## src/rtl/mem_port_arbiter.sv

```systemverilog
// mem_port_arbiter: one single-ported memory shared by IF fetch and MEM load/store; MEM wins, a starvation guard bounds IF blocking.
// Latency: request seen in IDLE at cycle N -> one-cycle ready pulse at N+WAIT_CYCLES+1; one access in flight, no back-to-back grants.
// Backpressure: requesters hold their request until ready; stall_if/stall_mem freeze ID. MEM_ARB_STATS_EN adds saturating grant/conflict counters.
module mem_port_arbiter #(
    parameter int ADDR_W      = 32,
    parameter int DATA_W      = 32,
    parameter int WAIT_CYCLES = 2,
    parameter int STARVE_MAX  = 4
) (
    input  logic              clock,
    input  logic              reset,
    input  logic              if_req,
    input  logic [ADDR_W-1:0] if_addr,
    output logic [DATA_W-1:0] if_rdata,
    output logic              if_ready,
    input  logic              mem_read,
    input  logic              mem_write,
    input  logic [ADDR_W-1:0] mem_addr,
    input  logic [DATA_W-1:0] mem_wdata,
    output logic [DATA_W-1:0] mem_rdata,
    output logic              mem_ready,
    output logic              ram_en,
    output logic              ram_we,
    output logic [ADDR_W-1:0] ram_addr,
    output logic [DATA_W-1:0] ram_wdata,
    input  logic [DATA_W-1:0] ram_rdata,
    output logic              stall_if,
    output logic              stall_mem,
    output logic              busy
`ifdef MEM_ARB_STATS_EN
    ,
    output logic [15:0]       stat_if_grants,
    output logic [15:0]       stat_mem_grants,
    output logic [15:0]       stat_conflicts
`endif
);

    typedef enum logic [1:0] {
        IDLE   = 2'd0,
        ACCESS = 2'd1,
        RESP   = 2'd2
    } state_t;

    localparam logic [3:0] CNT_INIT   = 4'(WAIT_CYCLES - 1);
    localparam logic [3:0] STARVE_LIM = 4'(STARVE_MAX);

    state_t     state;
    state_t     state_nxt;
    logic [3:0] cnt;
    logic [3:0] starve;
    logic       owner_mem;
    logic       rd_clr;
    logic       mem_req;
    logic       grant_mem;
    logic       grant_if;

    assign mem_req   = mem_read | mem_write;
    assign stall_if  = if_req & ~if_ready;
    assign stall_mem = mem_req & ~mem_ready;
    assign busy      = (state != IDLE);

    always_ff @(posedge clock) begin
        if (!reset) begin
            state <= IDLE;
        end else begin
            state <= state_nxt;
        end
    end

    // IF only overrides MEM once it has lost STARVE_MAX arbitrations in a row.
    always_comb begin
        state_nxt = state;
        grant_mem = 1'b0;
        grant_if  = 1'b0;
        case (state)
            IDLE: begin
                if (mem_req && !(if_req && starve == STARVE_LIM)) begin
                    grant_mem = 1'b1;
                end else if (if_req) begin
                    grant_if = 1'b1;
                end
                if (grant_mem || grant_if) begin
                    state_nxt = ACCESS;
                end
            end
            ACCESS: begin
                if (cnt == 4'd0) begin
                    state_nxt = RESP;
                end
            end
            RESP: begin
                state_nxt = IDLE;
            end
            default: begin
                state_nxt = IDLE;
            end
        endcase
    end

    always_ff @(posedge clock) begin
        if (!reset) begin
            cnt       <= 4'd0;
            starve    <= 4'd0;
            owner_mem <= 1'b0;
            rd_clr    <= 1'b0;
            ram_en    <= 1'b0;
            ram_we    <= 1'b0;
            ram_addr  <= '0;
            ram_wdata <= '0;
            if_rdata  <= '0;
            mem_rdata <= '0;
            if_ready  <= 1'b0;
            mem_ready <= 1'b0;
        end else begin
            if_ready  <= 1'b0;
            mem_ready <= 1'b0;
            case (state)
                IDLE: begin
                    if (grant_mem || grant_if) begin
                        owner_mem <= grant_mem;
                        cnt       <= CNT_INIT;
                        ram_en    <= 1'b1;
                        ram_we    <= grant_mem & mem_write;
                        ram_addr  <= grant_mem ? mem_addr : if_addr;
                        ram_wdata <= grant_mem ? mem_wdata : '0;
                        rd_clr    <= grant_mem & mem_read & mem_write;
                    end
                    if (if_req && grant_mem) begin
                        if (starve != STARVE_LIM) begin
                            starve <= starve + 4'd1;
                        end
                    end else begin
                        starve <= 4'd0;
                    end
                end
                ACCESS: begin
                    if (cnt != 4'd0) begin
                        cnt <= cnt - 4'd1;
                    end else begin
                        ram_en <= 1'b0;
                        ram_we <= 1'b0;
                        if (owner_mem) begin
                            mem_ready <= 1'b1;
                            // A combined read+write is a store whose load result reads as zero.
                            if (rd_clr) begin
                                mem_rdata <= '0;
                            end else if (!ram_we) begin
                                mem_rdata <= ram_rdata;
                            end
                        end else begin
                            if_ready <= 1'b1;
                            if_rdata <= ram_rdata;
                        end
                    end
                end
                default: begin
                end
            endcase
        end
    end

`ifdef MEM_ARB_STATS_EN
    always_ff @(posedge clock) begin
        if (!reset) begin
            stat_if_grants  <= 16'd0;
            stat_mem_grants <= 16'd0;
            stat_conflicts  <= 16'd0;
        end else if (state == IDLE) begin
            if (grant_if && stat_if_grants != 16'hFFFF) begin
                stat_if_grants <= stat_if_grants + 16'd1;
            end
            if (grant_mem && stat_mem_grants != 16'hFFFF) begin
                stat_mem_grants <= stat_mem_grants + 16'd1;
            end
            if (if_req && mem_req && stat_conflicts != 16'hFFFF) begin
                stat_conflicts <= stat_conflicts + 16'd1;
            end
        end
    end
`endif

endmodule
```

## config.mk

```make
export PLATFORM = sky130hd
export DESIGN_NAME = mem_port_arbiter
export DESIGN_NICKNAME = d
export VERILOG_FILES = /design/src/rtl/mem_port_arbiter.sv
export SDC_FILE = /design/constraint.sdc
export NUM_CORES = 1
export LEC_CHECK = 0
export ABC_AREA = 1
export BUFFER_PORTS_ARGS = -buffer_cell sky130_fd_sc_hd__buf_2
export CAP_MARGIN = 10
export CELL_PAD_IN_SITES_DETAIL_PLACEMENT = 2
export CELL_PAD_IN_SITES_GLOBAL_PLACEMENT = 2
export CORE_UTILIZATION = 26
export DETAILED_ROUTE_END_ITERATION = 16
export PLACE_DENSITY = 0.85
export RECOVER_POWER = 25
export SLEW_MARGIN = 40
export SYNTH_ARGS = -nofsm -noshare
export SYNTH_HDL_FRONTEND = slang
export SYNTH_SLANG_ARGS = --single-unit
```

## constraint.sdc

```tcl
create_clock -name clock -period 3.07 [get_ports clock]
set_input_delay 0.1535 -clock clock [delete_from_list [all_inputs] [get_ports clock]]
set_output_delay 0.1535 -clock clock [all_outputs]
set_load 0.01 [all_outputs]
```

Word level (Yosys, flattened, before mapping)
Cells that the tools add are included.
{"block": "op_classes", "addsub": 2, "eq_ne": 10, "mux": 26, "bitwise_logic": 12, "reduce_logical": 19}
{"operator": "$mux 32", "n": 4}
{"operator": "$mux 4", "n": 4}
{"operator": "$mux 1", "n": 12}
{"operator": "$ne 2x2->1 const B", "n": 5}
{"operator": "$reduce_and 3->1", "n": 3}
{"operator": "$pmux 4 s2", "n": 1}
{"operator": "$not 1->1", "n": 6}
{"operator": "$reduce_and 2->1", "n": 3}
{"operator": "$and 1x1->1", "n": 5}
{"operator": "$add 4x1->4 const B", "n": 1}
{"operator": "$eq 4x3->1 const B", "n": 1}
{"operator": "$logic_not 4->1", "n": 1}
{"operator": "$mux 2", "n": 2}
{"operator": "$ne 2x1->1 const B", "n": 2}
{"operator": "$ne 4x3->1 const B", "n": 1}
{"operator": "$pmux 1 s2", "n": 2}
{"operator": "$pmux 2 s2", "n": 1}
{"operator": "$reduce_and 4->1", "n": 1}
{"operator": "$reduce_bool 2->1", "n": 2}
{"operator": "$reduce_bool 4->1", "n": 1}
{"operator": "$sub 4x1->4 const B", "n": 1}
{"operator": "$logic_and 1x1->1", "n": 3}
{"operator": "$reduce_or 3->1", "n": 1}
{"operator": "$eq 2x1->1 const B", "n": 1}
{"operator": "other kinds (4)", "n": 5}
{"block": "totals", "ff_bits": 144, "in_bits": 133, "out_inout_bits": 135}

Longest topological paths before layout
Gate-level depths: netlist of the first run.
{"block": "logic_depth", "word_depth": 10, "ltp_mapped": 9, "mapped_depth_nobuf": 8}

Least setup slack after synthesis of the first run
OpenSTA, ideal clock, no wires.
{"block": "synth_timing", "path_kind": "flip-flop to flip-flop", "from": "reg starve[0]", "to": "reg ram_addr[10]", "setup_ps": 58, "t_arrival_ps": 1324, "required_time_ps": 3012, "setup_slack_ps": 1688, "stages_incl_launch_ff": 9, "path_buffers": 1, "synth_period_minus_slack_ps": 1382, "cell_sequence": "dfxtp_1 -> inv_1 -> ha_1 -> nand4_2 -> clkbuf_1 -> nand3_1 -> nand3_1 -> nand3_1 -> inv_1"}
{"block": "synth_via", "elab_chain_len": 9, "word_cells_on_any_way": 13, "cone_classes": "1 x eq/ne; 7 x mux; 5 x reduce/logical"}
{"item": "from (decl)", "line": "50", "text": "logic [3:0] starve;"}
{"item": "from (signal assigned)", "line": "130", "text": "starve <= starve + 4'd1;"}
{"item": "$eq 4x3->1 *", "line": "77", "text": "if (mem_req && !(if_req && starve == STARVE_LIM)) begin"}
{"item": "$logic_and 1x1->1 *", "line": "77"}
{"item": "$logic_not 1->1 *", "line": "77"}
{"item": "$logic_and 1x1->1 *", "line": "77"}
{"item": "$mux 1", "line": "77"}
{"item": "$mux 1 (2 in series)", "line": "75", "text": "case (state)"}
{"item": "$logic_or 1x1->1", "line": "119", "text": "if (grant_mem || grant_if) begin"}
{"item": "$reduce_and 2->1 (no line)"}
{"item": "to (signal assigned)", "line": "124", "text": "ram_addr <= grant_mem ? mem_addr : if_addr;"}
{"item": "to (decl)", "line": "24", "text": "output logic [ADDR_W-1:0] ram_addr,"}
Every way passes the cells marked *; elsewhere a longest branch is shown, timed or not. The select of a mux whose other input is x is not followed.
A chain may end at the register's enable or synchronous reset.

Worst setup path in the final report of the first run
{"block": "layout_timing", "from": "reg starve[0]", "to": "reg starve[2]"}
{"block": "layout_via", "elab_chain_len": 10, "word_cells_on_any_way": 14, "cone_classes": "1 x add/sub; 3 x eq/ne; 5 x mux; 5 x reduce/logical"}
{"item": "$eq 4x3->1", "line": "77"}
{"item": "$logic_and 1x1->1", "line": "77"}
{"item": "$logic_not 1->1", "line": "77"}
{"item": "$logic_and 1x1->1", "line": "77"}
{"item": "$mux 1", "line": "77"}
{"item": "$mux 1 (2 in series)", "line": "75"}
{"item": "$logic_and 1x1->1", "line": "128", "text": "if (if_req && grant_mem) begin"}
{"item": "$ne 2x1->1 (no line)"}
{"item": "$reduce_and 2->1 (no line)"}
Several ways; a longest one is shown, not always the timed one. The select of a mux whose other input is x is not followed.

==> results of run 1 <==
worst register-to-register path, cell delays in order, from the launching register on:
cell	delay (ps)
dfxtp_1	340
inv_1	80
ha_1	160
nand4_2	600
nand2_4	230
buf_4	450
nor2_1	190
nand2_1	120
a21oi_1	70
per-stage QoR:
step	total power, mW	setup slack, ps	hold WS, ps	util [%]
after global placement	3.58	787	390	33.0
after CTS	5.94	652	1.18	37.8
after global routing	6.23	434	13.4	37.4
final	5.91	706	17.8	37.4
after detailed placement	3.64	689	407	33.0
after floorplan	3.11	1690	288	-
area by class of cell:
cell class / instances / area (um^2)
Inverter: 86 / 323
Fill cell: 2693 / 14200
Antenna cell: 3 / 7.51
Clock buffer: 17 / 425
Clock inverter: 15 / 189
Sequential cell: 144 / 2880
Timing Repair Buffer: 321 / 1770
Multi-Input combinational cell: 552 / 2520
Tap cell: 285 / 357
sequential cells by signal, summed over array words and instances, names as in the netlist:
name,flops
ram_wdata,32
starve,4
ram_en,1
owner_mem,1
ram_we,1
ram_addr,32
mem_ready,1
mem_rdata,32
if_rdata,32
if_ready,1
cnt,4
rd_clr,1
state,2
cell families (layout without fill, tap and decap cells):
family,count (synthesis),after routing,synth area share [%]
XOR/XNOR,3,3,0.438
other,0,3,0
AND/OR/NAND/NOR,431,431,30.8
adder cells (fa/ha/maj),4,4,0.835
flip-flops,144,144,48.1
AO/OA/AOI/OAI,114,114,9.85
buffers and inverters,136,439,9.94
power by group through the flow:
stage / Sequential, mW / Clock [mW] / Combinational (mW)
detailed placement: 2.28 / 0 / 1.37
global route: 2.28 / 2.37 / 1.58
finish: 2.26 / 2.24 / 1.42
floorplan: 2.37 / 0 / 0.732
global placement: 2.26 / 0 / 1.31
CTS: 2.24 / 2.27 / 1.43
per-layer routing:
layer | track usage [%] | up-vias | routed length (um)
met4 | 8.10 | 0 | 590
li1 | - | 3184 | -
met2 | 42.7 | 197 | 14100
met3 | 5.52 | 38 | 1310
met1 | 23.6 | 3264 | 10200
met5 | 0 | - | 0
final timing paths:
kind / start / to / slack, ps
worst max-delay path: starve[0] / starve[2] / 710
worst min register to register: ram_addr[28] / ram_addr[28] / 470
worst max register to register: starve[0] / starve[2] / 710
worst min-delay path: ram_rdata[25] / if_rdata[25] / 20
placed cells by master (no fill, tap or decap), drive strengths merged, types with 4 or more instances in the layout:
| cell | count |
|---|---|
| a21oi | 40 |
| buf | 205 |
| clkbuf | 86 |
| dfxtp | 144 |
| dlygate4sd3 | 47 |
| ha | 4 |
| inv | 95 |
| nand2 | 142 |
| nand3 | 80 |
| nor2 | 182 |
| o211ai | 8 |
| o21ai | 66 |
| or2 | 24 |
what timing repair did:
action                                  4_1_cts  5_1_grt
endpoints found under the hold margin        47        0
buffers inserted                              0        0
endpoints found under the setup margin        0        0
hold buffers                                 47        0
==> results.md, run 1 <==
* Run status: completed
* Row Count at 55
* ANT nets after route at 0
* Vias/cell at 4.70
* DR pass1 iterations at 4
* Synth Flop Type: dfxtp_1
* Hold path cells at 3
* Iter 0 DRT Violations at 209
* Placed Cells at 1,341
* Top cells by area, synth: dfxtp_1 (48%), nor2_1 (11%), nand2_1 (8.5%)
* Worst-Margin Slew at 756 ps
* Yosys reg bits at 144
* Tcrit/Tclk final at 77.0%
* Fin area at 0.00848 mm^2
* Post-CTS resize count at 0
* Mapped Area at 0.00599 mm^2
* Setup crit start kind: flip-flop
* Asr flop ratio synth at 0%
* CP top delay family: simple AND/OR/NAND/NOR gates
* Post-synth top cells: nor2_1 (176), dfxtp_1 (144), nand2_1 (136)
* Clk Latency, worst-skew pair at 430 ps
* Min Clock Period, post-route at 2360 ps
* Post-synth cell types at 28
* Slew Viols, Final at 0
* Logic gate share of total power at 24.0%
* Clk root buf: clkbuf_16
* Max Clock Freq at 0.423 GHz
* Critical path class: flip-flop to flip-flop
* Syn Inst Count at 832
* Die ar. at 0.0237 mm^2
* Fin Clk Skew at 15.1 ps
* EDFF count, synth at 0
* # nets final at 1,259
* Sw Ratio at 34.8%
* Total global-route track usage at 22.4%
* Overall die height at 154 um
* Sink Count at 144
* Area grow syn2layout at 41.4%
* Io pins at 268
* Worst Path Max Fanout at 41
* Largest net degree at the start of global routing at 63
* Slowest stage delay, CP at 600 ps
* First-pass GRT wire length at 41,100 um
* Worst hold path class: input pin to flip-flop
* Vias in the first global route at 7,392
* Starting Density at 26.5%
* WP depth at 8
* Clk buf depth at 2
* Hold violation count in the final report at 0
* Final-report setup violation count at 0
* Share of the synthesized area in the top cell type at 48.1%
* Worst relative slew slack at 49.5%
* Initial antenna violation count at 3
* Synth area leader: dfxtp_1
* CTS tree: yes
* Worst-path cell chain: inv_1 > ha_1 > nand4_2 > nand2_4 > buf_4 > nor2_1 > nand2_1 > a21oi_1
* Reg2Reg Depth at 8
* Port-buffer cells at 267
* Fin cells at 1,423
* Via count at 6,683
* Syn avg cell area at 7.20 um^2
* Total grt overflow at 0
* Psw at 2.06 mW
* Sequential power share at 38.2%
* RSZ-0062 raised after global routing: no
* Routability cong. at 0.764
* Routed WL at 26,300 um
* Die width at 154 um
* Worst Setup End Kind: flip-flop
* Synthesized Nets at 969
* Sequential area share after synthesis at 48.1%
* Max VDD drop at 0.357 mV
* Worst endpoint required time at 3360 ps
* CP Buf/Inv Count at 2
* Core ar. at 0.0226 mm^2
* Share of layout cells above drive strength 1 at 22.7%
* Drt wl/cell at 18.4 um
* Yosys warning count at 0
* HPWL after DPL at 15,300 um
* Max_cap viols at 0
* CP arrival at 2650 ps
* Pint at 3.85 mW
* LEAKAGE at 4.10 nW
* Total CTS buffers at 17
* Power Dens Cells at 698 mW/mm^2
* Clock share of power at 37.8%
* Area post-placement at 0.00747 mm^2
* Setup tns final at 0 ps
* Residual DRC at 0
* H-tree depth at 4
* Slowest-stage cell, CP: nand4_2
* Top-count cell post-synth: nor2_1
* Clk slew on worst S/H paths at 70 ps
Power figures use the tool's default switching activity.
==> run 2: changes to the inputs <==
--- a/config.mk
+++ b/config.mk
@@ -5,14 +5,14 @@
 export SDC_FILE = /design/constraint.sdc
 export NUM_CORES = 1
 export LEC_CHECK = 0
-export ABC_AREA = 1
+export ABC_AREA = 0
 export BUFFER_PORTS_ARGS = -buffer_cell sky130_fd_sc_hd__buf_2
 export CAP_MARGIN = 10
 export CELL_PAD_IN_SITES_DETAIL_PLACEMENT = 2
 export CELL_PAD_IN_SITES_GLOBAL_PLACEMENT = 2
-export CORE_UTILIZATION = 26
+export CORE_UTILIZATION = 27
 export DETAILED_ROUTE_END_ITERATION = 16
-export PLACE_DENSITY = 0.85
+export PLACE_DENSITY = 0.81
 export RECOVER_POWER = 25
 export SLEW_MARGIN = 40
 export SYNTH_ARGS = -nofsm -noshare
==> constraint.sdc (replaced) <==
create_clock -name clock -period 2.5 [get_ports clock]
set_input_delay 0.125 -clock clock [delete_from_list [all_inputs] [get_ports clock]]
set_output_delay 0.125 -clock clock [all_outputs]
set_load 0.01 [all_outputs]
==> results.md, run 2 <==
* Post-synth cell types at 38
* Worst endpoint required time at 2800 ps
* Share of the synthesized area in the top cell type at 45.5%
* ANT nets after route at 0
* Most common cell after layout, fill and taps aside: buf_2
* Drt wl/cell at 20.4 um
* DR pass1 iterations at 4
* Setup crit start kind: flip-flop
* Synthesized Nets at 855
* Port-buffer cells at 267
* Iter 0 DRT Violations at 308
* Asr flop ratio synth at 0%
* Critical R2R Capture: if_rdata[19]
* Total CTS buffers at 17
* Top-count cell post-synth: dfxtp_1
* Core ar. at 0.0228 mm^2
* Share of layout cells above drive strength 1 at 25.5%
* Tcrit/Tclk final at 80.5%
* Hold path cells at 3
* Vias/cell at 5.20
* Residual DRC at 0
* Max Clock Freq at 0.497 GHz
* Min Clock Period, post-route at 2010 ps
* Worst relative slew slack at 43.2%
* Sink Count at 144
* Largest net degree at the start of global routing at 130
* Power Dens Cells at 719 mW/mm^2
* Diodes inserted at 0
* Synth Flop Type: dfxtp_1
* Initial antenna violation count at 0
* Routed WL at 27,100 um
* Fin area at 0.00903 mm^2
* Die ar. at 0.0241 mm^2
* Worst-Margin Slew at 853 ps
* Max_cap viols at 0
* Fin Clk Skew at 13.1 ps
* Die width at 155 um
* Io pins at 268
* Area grow syn2layout at 42.6%
* Clk Latency, worst-skew pair at 420 ps
* Row Count at 55
* Worst Setup End Kind: flip-flop
* Slew Viols, Final at 0
* Critical path class: flip-flop to flip-flop
* Starting Density at 27.7%
* Syn Inst Count at 718
* Final worst slack at 488 ps
* H-tree depth at 4
* Setup tns final at 0 ps
* HP Start: mem_wdata[0]
* Worst hold path class: input pin to flip-flop
* Hold violation count in the final report at 0
* Run status: completed
* Via count at 6,905
* Sequential area share after synthesis at 45.5%
* Post-CTS Setup Inserts at 0
* Area post-placement at 0.00795 mm^2
* Clk buf depth at 2
* Hold endpoint: ram_wdata[0]
* CP arrival at 2310 ps
* Worst Path Max Fanout at 32
* Yosys warning count at 0
* Most frequent cells in the layout: buf_2 (197), dfxtp_1 (144), nand2_1 (102), a21oi_1 (74), clkbuf_1 (71)
* Total grt overflow at 0
* First-pass GRT wire length at 41,900 um
* Total global-route track usage at 22.4%
* Placed Cells at 1,234
* Top cells by area, synth: dfxtp_1 (46%), mux2i_1 (10%), nor4_1 (6.4%)
* Worst R2R Setup Slack at 490 ps
* Syn avg cell area at 8.82 um^2
* Reg2reg start: state[0]
* LEAKAGE at 3.52 nW
* # nets final at 1,139
* Pwr Total at 6.49 mW
* Clk root buf: clkbuf_16
* Pre-CTS setup slack at 561 ps
* Final-report setup violation count at 0
* Mapped Area at 0.00633 mm^2
* Vias in the first global route at 7,480
* HPWL after DPL at 16,200 um
* Max VDD drop at 0.318 mV
* Routability cong. at 0.756
* Reg2Reg Depth at 4
* EDFF count, synth at 0
* Synth area leader: dfxtp_1
* Fin cells at 1,327
* RSZ-0062 raised after global routing: no
* # fillers at 2,617
* Overall die height at 155 um
* Yosys reg bits at 144
* Post-synth top cells: dfxtp_1 (144), nand2_1 (102), a21oi_1 (74)
* Clk slew on worst S/H paths at 60 ps
* CTS tree: yes
## run 2: changes by cell type after synthesis, moves of 35 or more
cell	before	now
clkbuf_1	22	68
inv_1	79	6
mux2i_1	0	64
nand3_1	80	4
nand4_1	1	36
nor2_1	176	4
nor4_1	0	65
## run 2: worst max-delay path by stage
stage,from,endpoint,slack (ps),cells after the start
finish,state[0],if_rdata[19],490,4
global route,state[0],if_rdata[19],380,4
CTS,state[0],mem_rdata[15],540,4
detailed placement,state[0],mem_rdata[22],560,4
global placement,state[0],mem_rdata[5],650,4
floorplan,state[1],mem_rdata[21],790,5
## run 2: kinds of logic after synthesis
| family | Yosys count | synth area share [%] |
|---|---|---|
| AO/OA/AOI/OAI | 151 | 14.2 |
| adder cells (fa/ha/maj) | 4 | 0.790 |
| buffers and inverters | 90 | 6.03 |
| flip-flops | 144 | 45.5 |
| multiplexers | 64 | 10.1 |
| AND/OR/NAND/NOR | 265 | 23.3 |
## run 2: where the power goes
group	switching, mW	leakage [nW]	total [mW]	internal [mW]
clock network	1.07	0.252	2.44	1.37
logic	0.855	2.09	1.41	0.560
registers	0.124	1.18	2.63	2.51
total	2.05	3.52	6.49	4.44
## run 2: worst max-delay path: stages, from the launching register on
cell,delay (ps)
dfxtp_1,390
or3b_1,540
nor3_4,260
buf_12,290
mux2i_1,390
## run 2: cell type report
type	instances	area (um^2)	area share, %
clock buffers	19	433	4.79
clock inverters	12	113	1.25
inverters	6	22.5	0.249
multi-input cells	484	3090	34.2
flip-flops and latches	144	2880	31.9
well taps	313	392	4.34
repair buffers	349	2100	23.2
## run 2: stage by stage
stage	hold WS, ps	util [%]
4_1_cts	8.65	39.9
5_1_grt	19.5	39.5
2_1_floorplan	267	-
3_5_place_dp	392	34.8
3_3_place_gp	388	34.8
6_report	24.2	39.5
## run 2: metal layers
metal | share of wire, % | GRT usage [%] | vias to the layer above | wire, um
met4 | 1.9 | 6.84 | 0 | 514
li1 | - | - | 3226 | -
met1 | 41 | 24.8 | 3426 | 11000
met5 | 0 | 0 | - | 0
met2 | 51 | 41.1 | 227 | 13900
met3 | 6.2 | 6.21 | 26 | 1690
## run 2: what timing repair did
item                                   4_1_cts  5_1_grt
hold buffers                                62        0
endpoints found under the hold margin       82        0
gates resized for setup                      0        0
